[config.mk]
export PLATFORM = sky130hd
export DESIGN_NAME = hash_data_unpack_fsm
export DESIGN_NICKNAME = d
export VERILOG_FILES = /design/src/rtl/sntrup_pkg.sv /design/src/rtl/hash_data_unpack_fsm_bit_accum.sv /design/src/rtl/hash_data_unpack_fsm.sv
export SDC_FILE = /design/constraint.sdc
export NUM_CORES = 1
export LEC_CHECK = 0
export CORE_MARGIN = 1.5
export CORE_UTILIZATION = 50
export CTS_CLUSTER_SIZE = 24
export DETAILED_ROUTE_END_ITERATION = 8
export HOLD_SLACK_MARGIN = 0.05
export PLACE_DENSITY = 0.77
export SLEW_MARGIN = 5
export SYNTH_ARGS = -nofsm -noshare
export SYNTH_HDL_FRONTEND = slang
export SYNTH_SLANG_ARGS = --single-unit
[constraint.sdc]
create_clock -name clk -period 3.4 [get_ports clk]
set_input_delay 0.34 -clock clk [delete_from_list [all_inputs] [get_ports clk]]
set_output_delay 0.34 -clock clk [all_outputs]
set_load 0.02 [all_outputs]
[src/rtl/sntrup_pkg.sv]
// Shared widths and FSM state encoding for the hash-data pack/unpack path.
package sntrup_pkg;
    localparam int COEF_W = 11;
    localparam int BYTE_W = 8;
    localparam int ADDR_W = 11;
    localparam int ACC_W  = COEF_W + BYTE_W - 1;
    localparam int CNT_W  = 5;

    typedef enum logic [1:0] {
        IDLE  = 2'd0,
        FILL  = 2'd1,
        WRITE = 2'd2,
        DONE  = 2'd3
    } state_t;
endpackage

[src/rtl/hash_data_unpack_fsm_bit_accum.sv]
// Bit accumulator: appends bytes at the current fill level and consumes COEF_W bits from the bottom.
// Single-cycle update; the caller never appends and consumes in the same cycle.
module bit_accum
    import sntrup_pkg::*;
(
    input  logic              clk,
    input  logic              rst,
    input  logic              clr_i,
    input  logic              append_i,
    input  logic [BYTE_W-1:0] byte_i,
    input  logic              consume_i,
    output logic [COEF_W-1:0] coef_o,
`ifdef PAD_CHECK_EN
    output logic              rest_nz_o,
`endif
    output logic [CNT_W-1:0]  cnt_o
);
    logic [ACC_W-1:0] acc_q, acc_d;
    logic [CNT_W-1:0] cnt_q, cnt_d;

    always_comb begin
        acc_d = acc_q;
        cnt_d = cnt_q;
        if (clr_i) begin
            acc_d = '0;
            cnt_d = '0;
        end else if (append_i) begin
            acc_d = acc_q | (ACC_W'(byte_i) << cnt_q);
            cnt_d = cnt_q + CNT_W'(BYTE_W);
        end else if (consume_i) begin
            acc_d = acc_q >> COEF_W;
            cnt_d = cnt_q - CNT_W'(COEF_W);
        end
    end

    always_ff @(posedge clk) begin
        if (rst) begin
            acc_q <= '0;
            cnt_q <= '0;
        end else begin
            acc_q <= acc_d;
            cnt_q <= cnt_d;
        end
    end

    assign coef_o = acc_q[COEF_W-1:0];
    assign cnt_o  = cnt_q;
`ifdef PAD_CHECK_EN
    // Bits above cnt are always zero, so anything above the coefficient is leftover data.
    assign rest_nz_o = |acc_q[ACC_W-1:COEF_W];
`endif
endmodule

[src/rtl/hash_data_unpack_fsm.sv]
// Unpacks an LSB-first byte stream into COEF_W-bit RAM writes at 0..degp; PAD_CHECK_EN adds a nonzero-padding flag.
// First write the cycle after the 2nd accepted byte; in_ready is low outside FILL, so input stalls simply hold the FSM.
module hash_data_unpack_fsm
    import sntrup_pkg::*;
(
    input  logic              clk,
    input  logic              rst,
    input  logic              start,
    input  logic [ADDR_W-1:0] degp,
    input  logic              in_valid,
    input  logic [BYTE_W-1:0] in_byte,
    output logic              in_ready,
    output logic              mem_we,
    output logic [ADDR_W-1:0] mem_addr,
    output logic [COEF_W-1:0] mem_din,
    output logic              busy,
    output logic              done,
    output logic              pad_err
);
    state_t             state_q, state_d;
    logic [ADDR_W-1:0]  idx_q, idx_d;
    logic [ADDR_W-1:0]  degp_q, degp_d;
    logic [COEF_W-1:0]  coef;
    logic [CNT_W-1:0]   cnt;
    logic               hs;
    logic               accept_start;
    logic               fill_full;

    assign accept_start = (state_q == IDLE) && start;
    assign hs           = in_valid && in_ready;
    assign fill_full    = (cnt + CNT_W'(BYTE_W)) >= CNT_W'(COEF_W);

`ifdef PAD_CHECK_EN
    logic rest_nz;
`endif

    bit_accum u_accum (
        .clk       (clk),
        .rst       (rst),
        .clr_i     (accept_start),
        .append_i  (hs),
        .byte_i    (in_byte),
        .consume_i (state_q == WRITE),
        .coef_o    (coef),
`ifdef PAD_CHECK_EN
        .rest_nz_o (rest_nz),
`endif
        .cnt_o     (cnt)
    );

    always_ff @(posedge clk) begin
        if (rst) begin
            state_q <= IDLE;
        end else begin
            state_q <= state_d;
        end
    end

    always_comb begin
        state_d = state_q;
        case (state_q)
            IDLE:    if (start) state_d = FILL;
            FILL:    if (hs && fill_full) state_d = WRITE;
            WRITE:   state_d = (idx_q == degp_q) ? DONE : FILL;
            DONE:    state_d = IDLE;
            default: state_d = IDLE;
        endcase
    end

    always_comb begin
        in_ready = 1'b0;
        busy     = 1'b0;
        mem_we   = 1'b0;
        mem_addr = '0;
        mem_din  = '0;
        done     = 1'b0;
        case (state_q)
            FILL: begin
                in_ready = 1'b1;
                busy     = 1'b1;
            end
            WRITE: begin
                busy     = 1'b1;
                mem_we   = 1'b1;
                mem_addr = idx_q;
                mem_din  = coef;
            end
            DONE:    done = 1'b1;
            default: ;
        endcase
    end

    always_comb begin
        idx_d  = idx_q;
        degp_d = degp_q;
        if (accept_start) begin
            idx_d  = '0;
            degp_d = degp;
        end else if (state_q == WRITE) begin
            idx_d = idx_q + 1'b1;
        end
    end

    always_ff @(posedge clk) begin
        if (rst) begin
            idx_q  <= '0;
            degp_q <= '0;
        end else begin
            idx_q  <= idx_d;
            degp_q <= degp_d;
        end
    end

`ifdef PAD_CHECK_EN
    logic pad_err_q, pad_err_d;

    // Sampled on the final write, when the accumulator still holds the leftover bits.
    always_comb begin
        pad_err_d = pad_err_q;
        if (accept_start) begin
            pad_err_d = 1'b0;
        end else if (state_q == WRITE && state_d == DONE) begin
            pad_err_d = rest_nz;
        end
    end

    always_ff @(posedge clk) begin
        if (rst) begin
            pad_err_q <= 1'b0;
        end else begin
            pad_err_q <= pad_err_d;
        end
    end

    assign pad_err = pad_err_q;
`else
    assign pad_err = 1'b0;
`endif
endmodule
Yosys cells after proc, flatten, opt, wreduce, memory -nomap -nowiden
Index checks and enable logic that the tools add are counted.

word-level totals
  bits in registers = 47
  logic and storage cells = 39
  output and inout port bits = 27

cells by class
  bitwise gates (word level) = 1
  shifts and indexed selects = 1
  order comparisons = 1
  muxes and demuxes = 14
  equality and inequality tests = 6
  reductions and logical operators = 8
  add/subtract/negate cells = 3

operator list
  operator                                                                             count
  18-bit two-way mux                                                                   2
  11-bit two-way mux                                                                   2
  18-bit bitwise OR                                                                    1
  8-bit by 5-bit << shifter with 18-bit output                                         1
  11-bit by 1-bit adder with 11-bit output, second input constant                      1
  11-bit == test                                                                       1
  5-bit two-way mux                                                                    2
  2-bit one-hot mux with 4 select lines                                                1
  2-bit two-way mux                                                                    3
  5-bit by 4-bit adder with 5-bit output, second input constant                        1
  5-bit by 4-bit greater-or-equal comparator with 1-bit output, second input constant  1
  5-bit by 4-bit subtractor with 5-bit output, second input constant                   1
  2-bit == test, second input constant                                                 2
  1-bit two-way mux                                                                    4
  2-bit != test, second input constant                                                 2
  2-bit OR reduction                                                                   2
  1-bit logical AND                                                                    3
  2-bit by 1-bit == test with 1-bit output, second input constant                      1
  2-bit logical NOT                                                                    1
  2-bit AND reduction                                                                  1
  2-bit nonzero test                                                                   1

Logic depth before layout (Yosys ltp)
Gate-level depths: netlist of run 1.

  depth in word-level cells = 6
  depth in mapped cells = 8
  depth with buffers taken out = 6

Cells and area by module
Synthesis of run 1 repeated with hierarchy kept, for this count alone.

second synthesis, totals
  cell total of the unflattened synthesis = 339
  area, all modules = 2737.6 µm²

by module, submodules not included
  module                instances  cells an instance  seq. area each (µm²)  area each (µm²)
  hash_data_unpack_fsm  1          173                480.5                 1383.8
  bit_accum             1          166                460.4                 1353.8

Worst setup path after synthesis of run 1
Ideal clock, no wire load.

  path type = register to output
  from = register state_q[0]
  to = output mem_addr[10]
  cell stages (with the launch flop) = 7
  buffers on the path = 3
  setup slack = 1401 ps
  arrival = 1659 ps
  path through = dfxtp_1 > inv_1 > ha_1 > buf_2 > clkbuf_1 > clkbuf_1 > and2_1

on the way
  cells in the longest elaborated chain, start to end = 2

RTL lines
  what                    RTL line                    RTL
  start, declared         hash_data_unpack_fsm.sv:20  state_t state_q, state_d;
  start signal, assigned  hash_data_unpack_fsm.sv:55  state_q <= state_d;
  2-bit == test           hash_data_unpack_fsm.sv:77  case (state_q)
  11-bit two-way mux      hash_data_unpack_fsm.sv:77
  end, declared           hash_data_unpack_fsm.sv:14  output logic [ADDR_W-1:0] mem_addr,

No other way between the ends.

Worst setup path in the final report of run 1
  from = register state_q[0]
  to = output mem_addr[2]

The elaborated chain is that of the path after synthesis.

==> results of run 1 <==
-- metal layers --
metal  global-route usage [%]  share of wire, %  vias to the layer above
li1                         -                 -                     1188
met1                     26.4                43                     1076
met2                     36.8                49                       72
met3                     3.47               5.2                       13
met4                     9.26               2.5                        0
met5                        0                 0                        -
-- where the power goes --
part | leakage [nW] | total, mW | internal, mW | switching (mW)
combinational | 0.751 | 0.581 | 0.238 | 0.343
clock | 0.0618 | 0.438 | 0.242 | 0.196
sequential | 0.381 | 0.670 | 0.609 | 0.0608
-- worst reg2reg max path, cell delays in order (launching register included) --
cell     delay [ns]
dfxtp_1        0.34
inv_1          0.12
ha_1           0.88
nand4_1        0.41
nor4_1         0.45
xnor2_1        0.16
nor2_1         0.05
-- cell usage in the layout, fill, tap and decap left out, types with 8 or more instances in the layout --
master           instances
a21oi_1                 28
and2_1                  24
clkdlybuf4s50_1         48
dfxtp_1                 47
ha_1                     8
inv_1                    9
mux2i_1                 11
nand2_1                 38
nor2_1                  21
o21ai_0                 18
xor2_1                  14
-- synthesized netlist by cell type, types with 3 or more instances --
| cell type | number |
|---|---|
| xnor2_1 | 7 |
| xor2_1 | 14 |
| inv_1 | 9 |
| nor3_1 | 5 |
| dfxtp_1 | 47 |
| buf_4 | 4 |
| clkbuf_1 | 9 |
| o21ai_0 | 18 |
| nand4_1 | 4 |
| a22oi_1 | 4 |
| o22ai_1 | 6 |
| mux2i_1 | 11 |
| nor2_1 | 21 |
| a21oi_1 | 28 |
| buf_2 | 4 |
| nor4_1 | 7 |
| nand3_1 | 5 |
| mux4_2 | 3 |
| and2_1 | 24 |
| ha_1 | 8 |
| nand2_1 | 38 |
-- kinds of logic after synthesis --
family | after synthesis | share of synthesized area, %
buffers and inverters | 29 | 5.48
xor gates and xnor gates | 21 | 6.82
AOI/OAI and AO/OA | 71 | 15.7
muxes | 18 | 9.80
and+or+nand+nor | 122 | 23.4
other | 1 | 0.139
adders and majority gates | 8 | 3.71
DFF | 47 | 34.9
-- worst paths after layout --
path,start,endpoint,slack [ns],depth (start not counted)
setup / recovery,state_q[0]$_SDFFE_PP0P_,mem_addr[2],0.53,4
setup reg to reg,state_q[0]$_SDFFE_PP0P_,idx_q[10]$_SDFFE_PP0P_,0.90,6
hold reg to reg,u_accum.acc_q[7]$_SDFFE_PP0P_,u_accum.acc_q[7]$_SDFFE_PP0P_,0.45,2
hold / removal,u_accum.acc_q[7]$_SDFFE_PP0P_,u_accum.acc_q[7]$_SDFFE_PP0P_,0.45,2
-- sequential cells by signal, summed over array words and instances, names as in the netlist --
| signal | count |
|---|---|
| state_q | 2 |
| idx_q | 11 |
| u_accum.acc_q | 18 |
| degp_q | 11 |
| u_accum.cnt_o | 5 |
-- metrics by stage --
| step | util [%] | std cells |
|---|---|---|
| 6_report | 64.1 | 427 |
| 5_1_grt | 64.1 | 427 |
| 4_1_cts | 64.1 | 427 |
| 3_5_place_dp | 61.8 | 419 |
| 3_3_place_gp | 61.8 | 419 |
| 2_1_floorplan | - | 317 |
-- cell type report --
cell class	instances	share of cell area, %
multi-input cells	241	48.7
flip-flops and latches	47	28.5
clock inverters	2	1.18
well taps	70	2.66
repair buffers	51	15.3
inverters	10	1.14
clock buffers	6	2.50
==> impl_metrics.yaml, run 1 <==
status:
  outcome: "finished, final reports clean"
global_route:
  grt_antenna_before_repair: 0
  grt_pass1_wl_um: 10200
  track_usage_pct: 21.4
  grt_max_degree: 38
  grt-ovfl-total: 0
  grt_pass1_vias: 2156
place:
  dp_hpwl_um: 4430
  pre_cts_ws_ns: 0.879
  port_buffers: 48
  place_area_um2: 3180
  routabilityCongestion: 0.842
floorplanning:
  fp.dieW_um: 76.4
  pin_count: 50
  rows: 26
  start_util_pct: 52.4
  core_area_um2: 5140
  die_y_um: 76.4
  die-area_um2: 5840
setup_path:
  path_class: "flop to output port"
  crit_chain: "inv_1 -> ha_1 -> and2_1 -> clkdlybuf4s50_1"
  crit_fanout: 37
  start_kind: "flop"
  required_ns: 3.06
  cpPeakStageDelay_ns: 0.88
  critPathCaptureType: "output port"
  cp_slowest_cell: "ha_1"
  critPathTopFamily: "adder cells"
  crit_buf_inv: 2
  cp.arrival_ns: 2.53
logic_synthesis:
  synthTopCellsByArea: "dfxtp_1 35%, and2_1 5.6%, nand2_1 5.3%"
  synth_edf_count: 0
  synthCells: 317
  yosysWarnings: 0
  ys_seq_elements: 47
  ys.flop_type: "dfxtp_1"
  seq_area_frac_synth_pct: 34.9
  synth_nets: 348
  synth_largest_area_cell: "dfxtp_1"
  syn_area_per_cell_um2: 8.50
  syn_area_um2: 2700
  async_flop_share_pct: 0
  synth_top_area_share_pct: 34.9
  yosysUniqueCellTypes: 54
sta:
  fin_ws_ns: 0.531
  finalSetupViolations: 0
  whs_ns: 0.455
  fin_tns_setup_ns: 0
  tightest_slew_ns: 1.07
  relSlewSlack_pct: 28.5
  grt_setup_unrepaired: "no"
  hold_viol_final: 0
  fin_crit_sh_pct: 84.4
  finClkSkew_ns: 0.00398
  period_minus_slack_ns: 2.87
  max_freq_mhz: 349
  drv_slew: 0
clock_network:
  clock_latency_ns: 0.30
  cts-hold-fix-buffers: 0
  cts_tree: "built"
  cts_max_level: 2
  numCtsBuffers: 5
  cts-root-buf: "clkbuf_8"
  path_clk_slew_ns: 0.09
  cts_resized: 0
  clock_sink_count: 47
  max-clock-path-buffers: 2
  cts_setup_buffers: 0
detailed_routing:
  wl_um: 6100
  drc_errors: 0
  via_count: 2349
  first_iter_violations: 205
  via_per_inst: 5.50
  ant_nets: 0
  routedWlPerCell_um: 14.3
  drtPass1Iterations: 4
hold_path:
  hp-class: "flop to flop"
pwr:
  p_leak_nw: 1.19
  cellPowerDensity_nw_per_um2: 512
  ir_worst_vdd_mv: 0.428
  total_power_mw: 1.69
cells_and_area:
  area_growth_syn_to_layout_pct: 22.3
  fin_area_um2: 3300
  num_antenna_cells: 0
  nets: 387
  multi_input_area_um2: 1610
  seqCellArea_um2: 941
  layout-drive-gt1-share_pct: 5.88
  fill_cells: 457
run:
  maxCapViolCount: 0
No activity file was read; power rests on OpenSTA's default activity.
==> run 2: changes to the inputs <==
--- a/config.mk
+++ b/config.mk
@@ -6,11 +6,11 @@
 export NUM_CORES = 1
 export LEC_CHECK = 0
 export CORE_MARGIN = 1.5
-export CORE_UTILIZATION = 50
+export CORE_UTILIZATION = 47
 export CTS_CLUSTER_SIZE = 24
 export DETAILED_ROUTE_END_ITERATION = 8
 export HOLD_SLACK_MARGIN = 0.05
-export PLACE_DENSITY = 0.77
+export PLACE_DENSITY = 0.76
 export SLEW_MARGIN = 5
 export SYNTH_ARGS = -nofsm -noshare
 export SYNTH_HDL_FRONTEND = slang
==> constraint.sdc (replaced) <==
create_clock -name clk -period 2.5 [get_ports clk]
set_input_delay 0.25 -clock clk [delete_from_list [all_inputs] [get_ports clk]]
set_output_delay 0.25 -clock clk [all_outputs]
set_load 0.02 [all_outputs]
==> run 2 against run 1 <==
- non-clock buffer count increased by 4
- via count increased by 0.72%
- clock skew about the same
- first-iteration DRC count decreased by 23%
- flip-flop and latch count unchanged
- wire length increased by 2.8%
- hold slack improved by 0.0088 ns
- worst setup slack got worse by 0.31 ns
- critical path type unchanged
- highest routed layer unchanged
==> impl_metrics.yaml, run 2 (synthesis gave the netlist of run 1 again) <==
sta:
  max_freq_mhz: 439
  relSlewSlack_pct: 56.9
  finalSetupViolations: 0
  period_minus_slack_ns: 2.28
  finClkSkew_ns: 0.00440
  fin_tns_setup_ns: 0
  grt_setup_unrepaired: "no"
  tightest_slew_ns: 0.641
  hold_viol_final: 0
  fin_crit_sh_pct: 91.2
  drv_slew: 0
floorplanning:
  pin_count: 50
  rows: 27
  start_util_pct: 48.9
  core_area_um2: 5510
  die-area_um2: 6200
  fp.dieW_um: 78.7
  die_y_um: 78.7
global_route:
  grt_max_degree: 21
  grt_antenna_before_repair: 0
  grt_pass1_wl_um: 10400
  grt_pass1_vias: 2180
  gr-max-usage-layer: "met2"
  grt_util_met1_pct: 28.6
  track_usage_pct: 21.4
  grtUsageMet2_pct: 34.8
  met3_usage_pct: 3.33
  grt-ovfl-total: 0
clock_network:
  clock_sink_count: 47
  numCtsBuffers: 5
  clock_latency_ns: 0.30
  cts-root-buf: "clkbuf_8"
  cts_setup_buffers: 0
  max-clock-path-buffers: 2
  cts-hold-fix-buffers: 0
  cts_resized: 0
  cts_tree: "built"
  cts_max_level: 2
  path_clk_slew_ns: 0.09
cells_and_area:
  largest_reg_flops: 18
  final_common_cell: "clkdlybuf4s50_1"
  area_growth_syn_to_layout_pct: 22.7
  fill_cells: 494
  top_register: "u_accum.acc_q"
  final_cell_mix: "48 x clkdlybuf4s50_1, 47 x dfxtp_1, 38 x nand2_1"
  top_regs: "u_accum.acc_q x18, degp_q x11, idx_q x11"
  num_antenna_cells: 0
  nets: 391
  layout-drive-gt1-share_pct: 6.93
setup_path:
  required_ns: 2.25
  crit_fanout: 20
  cp.arrival_ns: 2.03
  critPathCaptureType: "output port"
  start_kind: "flop"
  path_class: "flop to output port"
  cp_slowest_cell: "clkdlybuf4s50_1"
  cpPeakStageDelay_ns: 0.61
  crit_chain: "inv_1 -> ha_1 -> buf_4 -> and2_1 -> clkdlybuf4s50_1"
  critPathTopFamily: "buffers and inverters"
  crit_buf_inv: 3
place:
  routabilityCongestion: 0.809
  dp_hpwl_um: 4680
  port_buffers: 48
status:
  outcome: "finished, final reports clean"
pwr:
  p_comb_share_pct: 36.7
  p_int_mw: 1.39
  switching_share_pct: 37.5
  cellPowerDensity_nw_per_um2: 671
  total_power_mw: 2.22
  pwr-share-seq_pct: 41.0
  p_clk_share_pct: 22.3
  p_leak_nw: 1.20
  ir_worst_vdd_mv: 0.535
  switchingPower_mw: 0.832
detailed_routing:
  wl_um: 6270
  ant_nets: 0
  routedWlPerCell_um: 14.5
  drc_errors: 0
  via_per_inst: 5.46
  first_iter_violations: 158
  via_count: 2366
  drtPass1Iterations: 5
hold_path:
  hp-class: "flop to flop"
run:
  maxCapViolCount: 0
==> run 2: tightest hold or removal path, stage by stage (launching register included) <==
cell and delay [ns]:
dfxtp_1 0.33, nand2_1 0.05, o21ai_0 0.06
==> run 2: final timing paths <==
| check | from | to | slack [ns] | depth (start not counted) |
|---|---|---|---|---|
| max | state_q[0]$_SDFFE_PP0P_ | mem_addr[2] | 0.22 | 5 |
| min | u_accum.acc_q[7]$_SDFFE_PP0P_ | u_accum.acc_q[7]$_SDFFE_PP0P_ | 0.46 | 2 |
| max reg2reg | u_accum.cnt_o[3]$_SDFFE_PP0P_ | state_q[0]$_SDFFE_PP0P_ | 0.31 | 6 |
| min reg2reg | u_accum.acc_q[7]$_SDFFE_PP0P_ | u_accum.acc_q[7]$_SDFFE_PP0P_ | 0.46 | 2 |
==> run 2: area by class of cell <==
type / count / area (um2) / share of cell area [%]
inverters: 10 / 37.5 / 1.14
repair buffers: 55 / 533 / 16.1
well taps: 72 / 90.1 / 2.72
clock inverters: 2 / 16.3 / 0.492
flip-flops and latches: 47 / 941 / 28.5
multi-input cells: 241 / 1610 / 48.6
clock buffers: 6 / 82.6 / 2.50
==> run 2: metrics by stage <==
stage | setup WS, ns | area (um2) | utilization (%) | hold WS, ns | std cells
finish | 0.220 | 3310 | 60.1 | 0.464 | 433
global placement | 0.464 | 3210 | 58.3 | 0.439 | 425
detailed placement | 0.383 | 3210 | 58.3 | 0.443 | 425
CTS | 0.201 | 3310 | 60.1 | 0.465 | 433
floorplan | 0.591 | 2700 | - | 0.386 | 317
global route | 0.0991 | 3310 | 60.1 | 0.484 | 433
==> run 2: power by group through the flow <==
stage,sequential [mW],clock (mW),combinational (mW)
after floorplan,0.892,0,0.614
after global placement,0.921,0,0.790
after detailed placement,0.928,0,0.808
final,0.911,0.495,0.815
after global routing,0.928,0.540,0.898
after CTS,0.911,0.505,0.814
==> run 2: metal layers <==
metal / vias to the layer above / share of wire, %
li1: 1199 / -
met1: 1083 / 46
met2: 78 / 48
met3: 6 / 5.4
met4: 0 / 0.94
met5: - / 0
